<file path="src/rtl/tetris_field_engine_pkg.sv">
// Shared definitions for the Tetris playfield engine: FSM encodings, defaults and cell indexing.
package tetris_field_engine_pkg;

  localparam int unsigned DEF_COLS = 20;
  localparam int unsigned DEF_ROWS = 20;

  localparam logic [1:0] ST_IDLE  = 2'd0;
  localparam logic [1:0] ST_SCAN  = 2'd1;
  localparam logic [1:0] ST_SHIFT = 2'd2;
  localparam logic [1:0] ST_DONE  = 2'd3;

  // Flat bit index of cell (row r, col c); row 0 is the top of the field.
  function automatic int unsigned cell_idx(int unsigned r, int unsigned c, int unsigned cols);
    return r * cols + c;
  endfunction

endpackage

</file>
<file path="src/rtl/tetris_field_engine_if.sv">
// Piece-lock handshake between the game controller (master) and the field engine (slave).
interface tetris_field_engine_if #(
  parameter int unsigned N = 400
) ();
  logic         lock_valid;
  logic         lock_ready;
  logic [N-1:0] lock_mask;

  modport master (output lock_valid, output lock_mask, input lock_ready);
  modport slave  (input lock_valid, input lock_mask, output lock_ready);
endinterface

</file>
<file path="src/rtl/tetris_row_select.sv">
// Selects one row of the playfield and reports whether every cell in it is occupied.
module tetris_row_select
  import tetris_field_engine_pkg::*;
#(
  parameter int unsigned COLS = DEF_COLS,
  parameter int unsigned ROWS = DEF_ROWS,
  parameter int unsigned RW   = 5,
  localparam int unsigned N   = COLS * ROWS
) (
  input  logic [N-1:0]  field,
  input  logic [RW-1:0] row,
  output logic          full
);

  logic [COLS-1:0] rows [ROWS];
  logic [COLS-1:0] row_bits;

  for (genvar i = 0; i < ROWS; i++) begin : g_rows
    assign rows[i] = field[cell_idx(i, 0, COLS) +: COLS];
  end

  assign row_bits = rows[row];
  assign full     = &row_bits;

endmodule

</file>
<file path="src/rtl/tetris_field_engine.sv">
// Playfield owner: merges locked pieces, clears full rows with gravity, tracks lines and game over.
module tetris_field_engine
  import tetris_field_engine_pkg::*;
#(
  parameter int unsigned COLS       = DEF_COLS,
  parameter int unsigned ROWS       = DEF_ROWS,
  parameter int unsigned SPAWN_ROWS = 2,
  parameter int unsigned SCORE_W    = 16,
  localparam int unsigned N         = COLS * ROWS,
  localparam int unsigned CW        = $clog2(ROWS + 1)
) (
  input  logic                 clock,
  input  logic                 resetn,
  input  logic                 clear_all,
  tetris_field_engine_if.slave lock,
  output logic [N-1:0]         field,
  output logic                 busy,
  output logic                 done,
  output logic [CW-1:0]        lines_cleared,
  output logic [SCORE_W-1:0]   lines_total,
  output logic                 game_over
);

  localparam int unsigned RW    = (ROWS > 1) ? $clog2(ROWS) : 1;
  localparam int unsigned SUM_W = ((SCORE_W > CW) ? SCORE_W : CW) + 1;
  localparam logic [SUM_W-1:0] SCORE_MAX = {{(SUM_W - SCORE_W){1'b0}}, {SCORE_W{1'b1}}};

  logic [1:0]         state, state_d;
  logic [RW-1:0]      row_ptr, row_d;
  logic [CW-1:0]      cnt, cnt_d;
  logic [N-1:0]       field_d, shifted;
  logic [CW-1:0]      lc_d;
  logic [SCORE_W-1:0] lt_d;
  logic               go_d;
  logic               row_full;
  logic [SUM_W-1:0]   sum;

  tetris_row_select #(.COLS(COLS), .ROWS(ROWS), .RW(RW)) u_row_select (
    .field (field),
    .row   (row_ptr),
    .full  (row_full)
  );

  // Gravity: rows 1..row_ptr take the row above them, row 0 empties.
  for (genvar i = 0; i < ROWS; i++) begin : g_shift
    logic en;
    assign en = (RW'(i) <= row_ptr);
    if (i == 0) begin : g_top
      assign shifted[COLS-1:0] = en ? '0 : field[COLS-1:0];
    end else begin : g_body
      assign shifted[i*COLS +: COLS] = en ? field[(i-1)*COLS +: COLS] : field[i*COLS +: COLS];
    end
  end

  // Wide enough that the total cannot wrap before it is clamped.
  assign sum = SUM_W'(lines_total) + SUM_W'(cnt);

  // Next-state and datapath decode.
  always_comb begin
    state_d = state;
    field_d = field;
    row_d   = row_ptr;
    cnt_d   = cnt;
    lc_d    = lines_cleared;
    lt_d    = lines_total;
    go_d    = game_over;
    case (state)
      ST_IDLE: begin
        if (lock.lock_valid && !game_over) begin
          field_d = field | lock.lock_mask;
          row_d   = RW'(ROWS - 1);
          cnt_d   = '0;
          state_d = ST_SCAN;
          if (|(field & lock.lock_mask)) go_d = 1'b1;
        end
      end
      ST_SCAN: begin
        if (row_full) begin
          cnt_d   = cnt + CW'(1);
          state_d = ST_SHIFT;
        end else if (row_ptr == '0) begin
          state_d = ST_DONE;
        end else begin
          row_d = row_ptr - RW'(1);
        end
      end
      ST_SHIFT: begin
        field_d = shifted;
        state_d = ST_SCAN;
      end
      ST_DONE: begin
        lc_d    = cnt;
        lt_d    = (sum > SCORE_MAX) ? '1 : SCORE_W'(sum);
        state_d = ST_IDLE;
        if (|field[SPAWN_ROWS*COLS-1:0]) go_d = 1'b1;
      end
      default: state_d = ST_IDLE;
    endcase
    if (clear_all) begin
      field_d = '0;
      lc_d    = '0;
      lt_d    = '0;
      go_d    = 1'b0;
      state_d = ST_IDLE;
    end
  end

  always_ff @(posedge clock) begin
    if (!resetn) begin
      state           <= ST_IDLE;
      row_ptr         <= '0;
      cnt             <= '0;
      field           <= '0;
      lines_cleared   <= '0;
      lines_total     <= '0;
      game_over       <= 1'b0;
      busy            <= 1'b0;
      done            <= 1'b0;
      lock.lock_ready <= 1'b1;
    end else begin
      state           <= state_d;
      row_ptr         <= row_d;
      cnt             <= cnt_d;
      field           <= field_d;
      lines_cleared   <= lc_d;
      lines_total     <= lt_d;
      game_over       <= go_d;
      busy            <= (state_d != ST_IDLE);
      done            <= (state_d == ST_DONE);
      lock.lock_ready <= (state_d == ST_IDLE) && !go_d;
    end
  end

endmodule
</file>
<file path="src/flat_wrapper.sv">
// flat-port wrapper written by rule: the top's interface ports become plain ports
module tetris_field_engine_flat import tetris_field_engine_pkg::*;
#(
  parameter int unsigned COLS       = DEF_COLS,
  parameter int unsigned ROWS       = DEF_ROWS,
  parameter int unsigned SPAWN_ROWS = 2,
  parameter int unsigned SCORE_W    = 16,
  localparam int unsigned N         = COLS * ROWS,
  localparam int unsigned CW        = $clog2(ROWS + 1)
)
  (clock, resetn, clear_all, field, busy, done, lines_cleared, lines_total, game_over, lock_lock_valid, lock_lock_mask, lock_lock_ready);
  tetris_field_engine_if lock_i ();
  input  logic clock;
  input  logic resetn;
  input  logic clear_all;
  output logic [N-1:0] field;
  output logic busy;
  output logic done;
  output logic [CW-1:0] lines_cleared;
  output logic [SCORE_W-1:0] lines_total;
  output logic game_over;
  input wire logic [$bits(lock_i.lock_valid)-1:0] lock_lock_valid;
  input wire logic [$bits(lock_i.lock_mask)-1:0] lock_lock_mask;
  output wire logic [$bits(lock_i.lock_ready)-1:0] lock_lock_ready;
  assign lock_i.lock_valid = lock_lock_valid;
  assign lock_i.lock_mask = lock_lock_mask;
  assign lock_lock_ready = lock_i.lock_ready;
  tetris_field_engine #(.COLS(COLS), .ROWS(ROWS), .SPAWN_ROWS(SPAWN_ROWS), .SCORE_W(SCORE_W)) u_core (.clock(clock), .resetn(resetn), .clear_all(clear_all), .lock(lock_i), .field(field), .busy(busy), .done(done), .lines_cleared(lines_cleared), .lines_total(lines_total), .game_over(game_over));
endmodule
</file>
<file path="config.mk">
export PLATFORM = sky130hd
export DESIGN_NAME = tetris_field_engine_flat
export DESIGN_NICKNAME = d
export VERILOG_FILES = /design/src/rtl/tetris_field_engine_pkg.sv /design/src/rtl/tetris_field_engine_if.sv /design/src/rtl/tetris_row_select.sv /design/src/rtl/tetris_field_engine.sv /design/src/flat_wrapper.sv
export SDC_FILE = /design/constraint.sdc
export NUM_CORES = 1
export LEC_CHECK = 0
export CELL_PAD_IN_SITES_DETAIL_PLACEMENT = 1
export CELL_PAD_IN_SITES_GLOBAL_PLACEMENT = 1
export CORE_AREA = 10 10 311 313
export DETAILED_ROUTE_END_ITERATION = 12
export DIE_AREA = 0 0 321 323
export GPL_TIMING_DRIVEN = 1
export PLACE_DENSITY = 0.65
export SETUP_SLACK_MARGIN = 0.1
export SLEW_MARGIN = 30
export SYNTH_ARGS = -nofsm -noshare
export SYNTH_HDL_FRONTEND = slang
export SYNTH_SLANG_ARGS = --single-unit
</file>
<file path="constraint.sdc">
create_clock -name clock -period 4 [get_ports clock]
set_input_delay 0.8 -clock clock [delete_from_list [all_inputs] [get_ports clock]]
set_output_delay 0.8 -clock clock [all_outputs]
set_load 0.02 [all_outputs]
</file>
==> flow_metrics.py <==
metrics = {
    "clock_tree": {
        "postCtsHoldBufs": 0,
        "clock-root-buffer": "clkbuf_16",
        "cts_setup_buffers": 0,
        "clock_sinks": 437,
        "cts_tree": "yes",
        "numCtsBuffers": 55,
        "post_cts_resized": 0,
        "insertion_delay_ns": 0.65,
        "clk_pin_slew_ns": 0.06,
        "clock_path_buffers": 3,
        "htree_levels": 2,
    },
    "min_path": {
        "hold_end": "u_core.lines_cleared[2]",
        "worstHoldStart": "u_core.lines_cleared[2]",
        "worst_hold_path_type": "reg2reg",
        "whs_path_depth": 2,
    },
    "timing": {
        "max_slew_margin": 0.3597,
        "timing.final.crit_period_ns": 3.709,
        "fmax_mhz": 269.6,
        "post-route-period-util": 0.9272,
        "fin_skew_ns": 0.03070,
        "finalMaxSlewViolations": 0,
        "setup_ws_ns": 0.2910,
        "hold_violations": 0,
        "setup_violations": 0,
        "worst_pin_slew_ns": 0.9592,
        "rsz0062_at_grt": "false",
    },
    "critical_path": {
        "worstPathRequired_ns": 4.53,
        "crit_type": "reg2reg",
        "max_stage_delay_ns": 0.59,
        "crit_arrival_ns": 4.24,
        "r2r-end": "u_core.row_ptr[1]",
        "cp_slowest_cell": "dfxtp_1",
        "crit_top_cell": "buf_4",
        "reg2reg_depth": 11,
        "r2r_setup_slack_ns": 0.29,
        "setup.worst_path.start_class": "flip-flop",
        "r2r_start": "u_core.row_ptr[1]",
        "endpoint_kind": "flip-flop",
        "cp_max_fo": 14,
        "worst-path-buf-inv": 2,
        "crit_chain": "nand2b_2 -> buf_4 -> o22ai_1 -> o21ai_0 -> nand3_1 -> nand4_1 -> or3_4 -> nor3_4 -> buf_4 -> nor3_1 -> a311oi_2",
        "cp_top_family": "simple AND/OR/NAND/NOR gates",
    },
    "place": {
        "dpl.hpwl_um": 179200,
        "dp.cells": 4910,
        "port_buffers": 828,
        "gp_congestion": 1.058,
        "pre_cts_ws_ns": -0.02927,
    },
    "yosys": {
        "avgSynthCellArea_um2": 8.189,
        "ys_seq_area_frac": 0.3744,
        "synth-seq-cells": 437,
        "yosysWarnings": 0,
        "yosys.cell_types.count": 56,
        "synth_top_area_frac": 0.3744,
        "synth_ff_type": "dfxtp_1",
        "async_reset_ff_frac": 0,
        "synth_area_leader_cell": "dfxtp_1",
        "syn_inst": 2853,
        "synth_common_cells": "nor2_1 (587), o22ai_1 (481), dfxtp_1 (437)",
        "synth_area_leaders": "dfxtp_1 (37%), o22ai_1 (13%), o21a_1 (9.8%)",
        "yosysMostFrequentCell": "nor2_1",
        "synth_fp_nets": 3274,
        "synth_enable_flop_cells": 0,
        "synth_area_um2": 23360,
    },
    "grt": {
        "grt_max_degree": 190,
        "grt_pass1_wl_um": 289400,
        "antenna_found_initial": 37,
        "track_usage": 0.4070,
        "grt_pass1_vias": 30950,
        "grt-ovfl-total": 0,
    },
    "route": {
        "detail_route.iter0.violations": 4955,
        "vias": 32421,
        "firstDrtPassIters": 6,
        "ant_nets": 0,
        "routed_wl_um": 223300,
        "via_per_inst": 6.437,
        "route.detailed.drc": 0,
        "wire_per_inst_um": 44.34,
    },
    "run": {
        "cap_viol_max_count": 0,
    },
    "floorplanning": {
        "rows": 111,
        "die_w_um": 321,
        "core_area_um2": 90830,
        "io_pins": 829,
        "dieArea_um2": 103700,
        "initial_core_util": 0.2572,
        "dieHeight_um": 323,
    },
    "cells_and_area": {
        "drive_gt1_frac": 0.1025,
        "final_cells": 5037,
        "synthToLayoutAreaGrowth_pct": 55.75,
        "fillers": 10648,
        "final_nets": 4203,
    },
    "pwr": {
        "p_leak_uw": 0.01306,
        "p_per_area_nw_per_um2": 385.1,
        "p_total_uw": 14010,
        "peakVddDrop_mv": 0.3232,
    },
    "run_status": {
        "status": "completed",
    },
}
==> logic make-up after synthesis <==
kind of cell | Yosys count | share of synthesized area
AO/OA/AOI/OAI | 1127 | 0.3317
AND/OR/NAND/NOR | 819 | 0.1466
flip-flops | 437 | 0.3744
buffers and inverters | 242 | 0.04756
multiplexers | 209 | 0.08954
adder cells (fa/ha/maj) | 17 | 0.009425
XOR/XNOR | 2 | 0.0007499
==> layout make-up <==
| type | instances | area (µm²) | share of cell area |
|---|---|---|---|
| Antenna cell | 27 | 67.56 | 0.001857 |
| Clock buffer | 75 | 1574 | 0.04325 |
| Clock inverter | 24 | 279.0 | 0.007667 |
| Inverter | 14 | 52.55 | 0.001444 |
| Multi-Input combinational cell | 2174 | 13580 | 0.3732 |
| Sequential cell | 437 | 8752 | 0.2405 |
| Tap cell | 1186 | 1484 | 0.04078 |
| Timing Repair Buffer | 1100 | 10600 | 0.2913 |
==> metrics by stage <==
step	hold slack [ns]	instance area (µm²)	setup TNS, ns	utilization
after global placement	0.4746	34440	-0.08026	0.3792
after global routing	0.5413	36360	0	0.4003
after detailed placement	0.4953	34440	-0.02927	0.3792
after CTS	0.5091	36290	0	0.3996
final	0.5043	36390	0	0.4006
after floorplan	0.4743	23360	0	-
==> placed cells by master, fill, tap and decap left out, types with 6 or more instances in the layout <==
| master | Yosys | routed |
|---|---|---|
| mux2i_1 | 209 | 209 |
| nand3_1 | 40 | 40 |
| clkbuf_8 | 0 | 8 |
| a22o_1 | 45 | 45 |
| bufinv_16 | 0 | 6 |
| clkbuf_16 | 0 | 57 |
| buf_4 | 11 | 251 |
| o21a_1 | 306 | 306 |
| inv_1 | 14 | 14 |
| nand4_1 | 52 | 52 |
| nor2b_1 | 7 | 7 |
| ha_1 | 16 | 15 |
| a22oi_1 | 110 | 110 |
| clkdlybuf4s50_1 | 0 | 828 |
| o21ai_0 | 50 | 50 |
| nor2_1 | 587 | 587 |
| nor3_1 | 10 | 10 |
| diode_2 | 0 | 27 |
| a221oi_1 | 45 | 45 |
| a21oi_1 | 52 | 41 |
| clkbuf_1 | 182 | 10 |
| dfxtp_1 | 437 | 436 |
| a21oi_2 | 2 | 13 |
| nand2_1 | 78 | 78 |
| buf_12 | 0 | 20 |
| nor4_1 | 18 | 18 |
| o21ai_1 | 8 | 8 |
| clkinv_2 | 0 | 14 |
| o22ai_1 | 481 | 481 |
==> routing by layer <==
layer | vias to the layer above | GRT usage | share of wire
li1 | 12685 | - | -
met1 | 16277 | 0.4861 | 0.37
met2 | 2780 | 0.6063 | 0.42
met3 | 659 | 0.1396 | 0.13
met4 | 20 | 0.2883 | 0.085
met5 | - | 0 | 0.00055
==> worst max path at each step <==
stage               depth (start not counted)                endpoint  slack (ns)                   from
floorplan                                  12   u_core.lines_total[9]        1.34  u_core.lines_total[0]
global placement                           10  u_core.lock.lock_ready       -0.08    lock_lock_mask[302]
detailed placement                         10  u_core.lock.lock_ready       -0.03    lock_lock_mask[302]
CTS                                        11           u_core.cnt[2]        0.55      u_core.row_ptr[1]
global route                               11  u_core.lock.lock_ready        0.31    lock_lock_mask[364]
finish                                     11       u_core.row_ptr[1]        0.29      u_core.row_ptr[1]
==> power by group <==
| part | internal (µW) | switching [µW] | total, µW |
|---|---|---|---|
| clock | 3120 | 2270 | 5390 |
| sequential | 4520 | 429 | 4950 |
| combinational | 1520 | 2150 | 3680 |
==> state kept, by name (all words and copies together) (netlist names) <==
signal                  cells
u_core.row_ptr              5
u_core.game_over            1
u_core.lock.lock_ready      1
u_core.field              400
u_core.done                 1
u_core.lines_cleared        5
u_core.busy                 1
u_core.cnt                  5
u_core.state                2
u_core.lines_total         16
==> worst reg2reg max path: stages (launching register included) <==
cell	delay [ns]
dfxtp_1	0.59
nand2b_2	0.32
buf_4	0.31
o22ai_1	0.51
o21ai_0	0.27
nand3_1	0.23
nand4_1	0.12
or3_4	0.42
nor3_4	0.33
buf_4	0.20
nor3_1	0.06
a311oi_2	0.26
(Power assumes the default switching activity.)
